File: config.mk
export PLATFORM = sky130hd
export DESIGN_NAME = fifo_feed_ctrl
export DESIGN_NICKNAME = d
export VERILOG_FILES = /design/src/rtl/fifo_feed_ctrl.sv
export SDC_FILE = /design/constraint.sdc
export NUM_CORES = 1
export LEC_CHECK = 0
export CORE_UTILIZATION = 45
export CTS_BUF_LIST = sky130_fd_sc_hd__clkbuf_8
export DETAILED_ROUTE_END_ITERATION = 7
export DONT_BUFFER_PORTS = 1
export HOLD_SLACK_MARGIN = 0.05
export SYNTH_ARGS = -nofsm -noshare
export SYNTH_HDL_FRONTEND = slang
export SYNTH_SLANG_ARGS = --single-unit
File: constraint.sdc
create_clock -name clk -period 4.4 [get_ports clk]
set_input_delay 0.22 -clock clk [delete_from_list [all_inputs] [get_ports clk]]
set_output_delay 0.22 -clock clk [all_outputs]
set_load 0.005 [all_outputs]
File: src/rtl/fifo_feed_ctrl.sv
// fifo_feed_ctrl: load/feed/drain sequencer for the systolic-array lane FIFOs.
// Define FEEDCTRL_PERF_EN to build the perf_cycles job-length counter.
module fifo_feed_ctrl #(
  parameter int DIM = 8,
  parameter int CW  = $clog2(DIM)
) (
  input  logic           clk,
  input  logic           rst_n,
  input  logic           start,
  input  logic           abort,
  input  logic           load_valid,
  output logic           load_ready,
  output logic [CW-1:0]  load_lane,
  output logic [DIM-1:0] fifo_en,
  output logic           feed_sel,
  output logic           array_en,
  output logic           busy,
  output logic           done,
  output logic [31:0]    perf_cycles
);

  typedef enum logic [2:0] {S_IDLE, S_LOAD, S_FEED, S_DRAIN, S_DONE} state_t;

  // One extra bit on the step counter covers the 2*DIM-1 feed steps.
  localparam int            SW         = CW + 1;
  localparam logic [CW-1:0] LAST_IDX   = CW'(DIM - 1);
  localparam logic [SW-1:0] LAST_STEP  = SW'(2 * DIM - 2);
  localparam logic [SW-1:0] LAST_DRAIN = SW'(DIM - 1);

  state_t        state, state_nxt;
  logic [CW-1:0] word_cnt;
  logic [CW-1:0] lane_cnt;
  logic [SW-1:0] step_cnt;
  logic          load_xfer;
  logic          load_last;
  logic          feed_last;
  logic          drain_last;

  assign load_xfer  = (state == S_LOAD) && load_valid;
  assign load_last  = load_xfer && (word_cnt == LAST_IDX) && (lane_cnt == LAST_IDX);
  assign feed_last  = (state == S_FEED) && (step_cnt == LAST_STEP);
  assign drain_last = (state == S_DRAIN) && (step_cnt == LAST_DRAIN);

  assign load_lane = lane_cnt;
  assign busy      = (state != S_IDLE);
  assign done      = (state == S_DONE);

  always_ff @(posedge clk or negedge rst_n) begin
    if (!rst_n) state <= S_IDLE;
    else        state <= state_nxt;
  end

  always_comb begin
    state_nxt  = state;
    load_ready = 1'b0;
    feed_sel   = 1'b0;
    array_en   = 1'b0;
    fifo_en    = '0;
    case (state)
      S_IDLE: begin
        if (start) state_nxt = S_LOAD;
      end
      S_LOAD: begin
        load_ready = 1'b1;
        for (int l = 0; l < DIM; l++) fifo_en[l] = load_valid && (int'(lane_cnt) == l);
        if (abort)          state_nxt = S_IDLE;
        else if (load_last) state_nxt = S_FEED;
      end
      S_FEED: begin
        feed_sel = 1'b1;
        array_en = 1'b1;
        // Lane l shifts during steps l..l+DIM-1, giving the diagonal skew.
        for (int l = 0; l < DIM; l++)
          fifo_en[l] = (int'(step_cnt) >= l) && (int'(step_cnt) < l + DIM);
        if (abort)          state_nxt = S_IDLE;
        else if (feed_last) state_nxt = S_DRAIN;
      end
      S_DRAIN: begin
        array_en = 1'b1;
        if (abort)           state_nxt = S_IDLE;
        else if (drain_last) state_nxt = S_DONE;
      end
      S_DONE: begin
        state_nxt = S_IDLE;
      end
      default: state_nxt = S_IDLE;
    endcase
  end

  // Every state change restarts the counters, so load_lane is 0 outside LOAD.
  always_ff @(posedge clk or negedge rst_n) begin
    if (!rst_n) begin
      word_cnt <= '0;
      lane_cnt <= '0;
      step_cnt <= '0;
    end else if (state_nxt != state) begin
      word_cnt <= '0;
      lane_cnt <= '0;
      step_cnt <= '0;
    end else if (load_xfer) begin
      if (word_cnt == LAST_IDX) begin
        word_cnt <= '0;
        lane_cnt <= lane_cnt + CW'(1);
      end else begin
        word_cnt <= word_cnt + CW'(1);
      end
    end else if (state == S_FEED || state == S_DRAIN) begin
      step_cnt <= step_cnt + SW'(1);
    end
  end

`ifdef FEEDCTRL_PERF_EN
  logic [31:0] perf_cnt;

  always_ff @(posedge clk or negedge rst_n) begin
    if (!rst_n) begin
      perf_cnt <= '0;
    end else if (state == S_IDLE && start) begin
      perf_cnt <= '0;
    end else if ((state == S_LOAD || state == S_FEED || state == S_DRAIN) && (perf_cnt != '1)) begin
      perf_cnt <= perf_cnt + 32'd1;
    end
  end

  assign perf_cycles = perf_cnt;
`else
  assign perf_cycles = '0;
`endif

endmodule

# Word level (Yosys, flattened, before mapping)
# Cells that the tools add are included.
# totals
wordCells	90
input_bits	5
register_bits	13
out_inout_bits	48
# classes
add_sub_neg	3
magnitude_cmp	15
eq_ne	17
reduce_logical	30
mux	21
# ops
operator	count
2-to-1 mux 3 bit	13
less-than comparator 4 bit, second input constant	8
== test 3 bit, second input constant	7
logical AND 1 bit	20
>= comparator 4 x 3 -> 1 bit, second input constant	4
case mux 8 bit (2 select lines)	1
== test 3 x 2 -> 1 bit, second input constant	4
2-to-1 mux 4 bit	3
case mux 3 bit (4 select lines)	1
>= comparator 4 x 2 -> 1 bit, second input constant	2
adder 3 x 1 -> 3 bit, second input constant	2
== test 3 x 1 -> 1 bit, second input constant	2
zero test 3 bit	2
nonzero test 2 bit	3
adder 4 x 1 -> 4 bit, second input constant	1
== test 4 x 3 -> 1 bit, second input constant	1
== test 4 bit, second input constant	1
>= comparator 4 x 1 -> 1 bit, second input constant	1
AND reduction 2 bit	2
2-to-1 mux 1 bit	3
!= test 3 bit	1
nonzero test 3 bit	1
!= test 2 x 1 -> 1 bit, second input constant	1
OR reduction 2 bit	1
logical OR 1 bit	1

# Depth between registers and ports, before layout
# depth
ltp_word	10
mapped_depth	7
depth_no_buf	6

# Least setup slack after synthesis
# No wires, ideal clock.
# synth_timing
path_kind	flip-flop to flip-flop
start	reg step_cnt[0]
end	reg step_cnt[0]
stages_incl_launch_ff	7
t_required_ns	4.321
path_slack_ns	2.823
period_less_slack_ns	1.577
setup_time_ns	0.079
t_arrival_ns	1.497
path_buffers	1
path_cell_list	dfrtp_1 -> ha_1 -> clkbuf_1 -> and3_1 -> o21ai_0 -> nand4_2 -> a21oi_1
# synth_via
elab_chain_cells	8
word_cells_on_any_way	17
classes_between	1 x add/sub; 4 x eq/ne; 8 x mux; 4 x reduce/logical
# synth_rtl
element	line_no	text
from (decl)	33	logic [SW-1:0] step_cnt;
from (signal assigned)	108	step_cnt <= step_cnt + SW'(1);
== test 4 x 3 -> 1 bit / == test 4 bit (equally long branches)	42, 41	
logical AND 1 bit, on equally long branches	42, 41	
2-to-1 mux 3 bit, on equally long branches	81, 76	
2-to-1 mux 3 bit, on equally long branches	80, 75	
case mux 3 bit (4 select lines)	59	case (state)
!= test 3 bit	96	end else if (state_nxt != state) begin
!= test 2 x 1 -> 1 bit (no line) / nonzero test 2 bit (equally long branches)	-	
AND reduction 2 bit (no line)	-	
# Several ways; a longest one is shown, not always the timed one. The select of a mux whose other input is x is not followed.
# A chain may end at the register's enable or synchronous reset.

# Worst setup path after layout
# layout_timing
start	reg state[1]
end	out fifo_en[2]
# layout_via
elab_chain_cells	2
word_cells_on_any_way	3
classes_between	2 x eq/ne; 1 x mux
# layout_rtl
element	line_no	text
from (decl)	30	state_t state, state_nxt;
from (signal assigned)	50	else state <= state_nxt;
== test 3 x 2 -> 1 bit / == test 3 x 1 -> 1 bit (equally long branches)	59	
case mux 8 bit (2 select lines) *	59	
to (decl)	14	output logic [DIM-1:0] fifo_en,
# Mark *: on every way between the ends. The rest lies on a longest branch, timed or not.

==> reports/results.txt <==
Layout cells sized above 1 - 0.0523
Clock slew at reported path FFs - 0.05 ns
Synth top area share - 0.250
Die area - 3110 um^2
Vias in the first global route - 839
Die H - 55.8 um
Synth Instances - 152
Area of the core - 2760 um^2
Max Fanout on Critical Path - 12
DP HPWL - 1800 um
Cell Chain, Critical Path - and4bb_1 > and2_1 > a22o_1
Pwr dens - 215 nW/um^2
CTS Buf Count - 3
Area contributors post-synth - dfrtp_1 25%, buf_4 19%, ha_1 14%
YS warnings - 0
Leakage power figure - 0.621 nW
Sw Ratio - 0.269
Kind of critical path - reg -> out
Setup Viol. Count Final - 0
DRC violations left - 0
Final hold violation count - 0
CP startpoint kind - flip-flop
Slowest CP cell - and4bb_1
R2R setup slack - 2.60 ns
Resized Gates After CTS - 0
Initial Util - 0.472
Post-synthesis sequential area ratio - 0.250
MaxCap Viol Count - 0
Die width - 55.8 um
Ports - 53
Pins Over Slew Limit - 0
Crit Reg-Reg Endpoint - step_cnt[0]$_DFFE_PN0P_
Gr ovfl total - 0
Reg2Reg Launch Point - step_cnt[3]$_DFFE_PN0P_
Async SR Flop Fraction - 1.00
CTS H-Tree Depth - 1
Synth Cell Area - 1300 um^2
# diodes - 0
Vias/cell - 5.10
RSZ-0062 raised after global routing - false
Clock skew - 0.00190 ns
Post-synthesis cell type count - 33
Synth-to-layout area growth - -3.65%
Setup TNS - 0 ns
Initial antenna violation count - 0
Psw - 0.0727 mW
Slew margin rel. - 0.616
Status - finished, final reports clean
P_int - 0.197 mW
Clock power frac - 0.386
Synth Register Bits - 13
Clock buffer depth - 2
Reg power frac - 0.478
Critical path arrival - 1.77 ns
Gate power share - 0.136
Largest net degree at the start of global routing - 14
All-Layer GR Usage - 0.155
EDFF count, synth - 0
# rows - 19
Yosys top cell by area - dfrtp_1
CP endpoint - fifo_en[2]
Routed via count - 938
Clock latency at the later pin of the worst-skew pair - 0.24 ns
Critical Path Max Stage Delay - 0.63 ns
Dpl ws - 2.60 ns
Clock sink count - 13
Crit path time final - 1.99 ns
Clock root cell - clkbuf_8
Final ANT Viol Nets - 0
Final WL - 2280 um
Layout Nets - 174
# port buffers - 0
Peak supply drop - 0.180 mV
Crit. Startpoint - state[1]$_DFF_PN0_
Top cells by count, synth - 33 x buf_4, 15 x ha_1, 13 x dfrtp_1
DRT iter0 DRCs - 36
Wirelength per Cell - 12.4 um
Setup ws final - 2.41 ns
CTS tree - yes
First-pass GRT wire length - 3830 um
WP data required - 4.18 ns
WHS - 0.157 ns
Top_reg_cell synth - dfrtp_1
Worst hold path type - in -> reg
First-pass DRT Iterations - 4
Most frequent cell after synthesis - buf_4
Crit share post-route - 0.452
Avg Cell Area, Syn - 8.56 um^2
Crit end category - output pin
Final Wtd Congestion - 0.892
F_max - 503 MHz
R2R depth - 6
Worst slew pin tran - 0.574 ns
stage by stage:
step / power, mW / instance area (um^2) / utilization / std cells
2_1_floorplan: 0.181 / 1420 / - / 183
3_3_place_gp: 0.164 / 1190 / 0.431 / 178
3_5_place_dp: 0.164 / 1190 / 0.431 / 178
4_1_cts: 0.274 / 1250 / 0.455 / 184
5_1_grt: 0.288 / 1250 / 0.455 / 184
6_report: 0.270 / 1250 / 0.455 / 184
flip-flops by register name, summed over array words and instances (netlist names):
register   cells
state          3
step_cnt       4
load_lane      3
word_cnt       3
worst max-delay path: cells and delay by family, from the launching register on:
family / cells / cell delay (ns)
AO/OA/AOI/OAI: 1 / 0.17
flip-flops: 1 / 0.47
AND/OR/NAND/NOR: 2 / 0.88
cell families after synthesis:
| group | share of synthesized area |
|---|---|
| adders and majority gates | 0.144 |
| DFF | 0.250 |
| buffers and inverters | 0.237 |
| muxes | 0.0385 |
| xor gates and xnor gates | 0.0202 |
| and+or+nand+nor | 0.181 |
| other | 0.00288 |
| AOI/OAI and AO/OA | 0.126 |
power groups by stage:
| stage | Sequential (mW) | Clock [mW] | Combinational, mW |
|---|---|---|---|
| floorplan | 0.128 | 0 | 0.0533 |
| global placement | 0.131 | 0 | 0.0329 |
| detailed placement | 0.131 | 0 | 0.0330 |
| CTS | 0.129 | 0.108 | 0.0370 |
| global route | 0.130 | 0.115 | 0.0431 |
| finish | 0.129 | 0.104 | 0.0368 |
worst min-delay path by stage:
| stage | startpoint | to | slack, ns | cells past startpoint |
|---|---|---|---|---|
| 2_1_floorplan | rst_n | load_lane[0]$_DFFE_PN0P_ | -0.08 | 0 |
| 3_3_place_gp | rst_n | state[1]$_DFF_PN0_ | -0.08 | 0 |
| 3_5_place_dp | rst_n | word_cnt[1]$_DFFE_PN0P_ | -0.08 | 0 |
| 4_1_cts | abort | state[1]$_DFF_PN0_ | 0.15 | 2 |
| 5_1_grt | abort | state[1]$_DFF_PN0_ | 0.16 | 2 |
| 6_report | abort | state[1]$_DFF_PN0_ | 0.16 | 2 |
cell usage in the layout, fill, tap and decap left out:
cell,Yosys,routed
clkbuf_8,0,3
inv_2,1,1
a32o_1,2,2
a22o_1,4,4
or3_1,2,2
nor3b_1,2,2
mux2i_1,5,5
dfrtp_1,13,13
nand2_2,1,1
nor3_1,1,1
and3_1,1,1
nand4b_1,1,1
nand3_1,6,6
and2_1,2,2
nand2b_1,3,3
nand2_1,8,8
nand4_1,1,1
ha_1,15,15
conb_1,1,32
nor4b_1,2,2
a31oi_2,1,1
inv_1,10,11
xnor2_1,3,3
a21oi_1,9,9
nand4_2,1,1
dlygate4sd3_1,0,2
a21oi_2,1,1
nor2_1,11,11
o21ai_0,7,7
and4bb_1,1,1
a21boi_0,1,1
layer usage:
metal,track usage,vias to the layer above,wire [um]
met3,0.0372,7,152
met2,0.224,40,1010
li1,-,450,-
met4,0.0786,0,53
met5,0,-,0
met1,0.216,441,1070
cell type report:
cell class                 instances  area, um^2
tap                               31        38.8
clock buffer                       3        41.3
sequential                        13         325
timing repair buffer               2        20.0
multi-input combinational        123         783
clock inverter                     1        3.75
fill                             275        1500
inverter                          11        41.3
timing repair:
action / in CTS / in global routing
hold endpoints to repair: 14 / 0
setup endpoints to repair: 0 / 0
buffers inserted: 0 / 0
hold buffers: 2 / 0
Power figures use the tool's default switching activity.
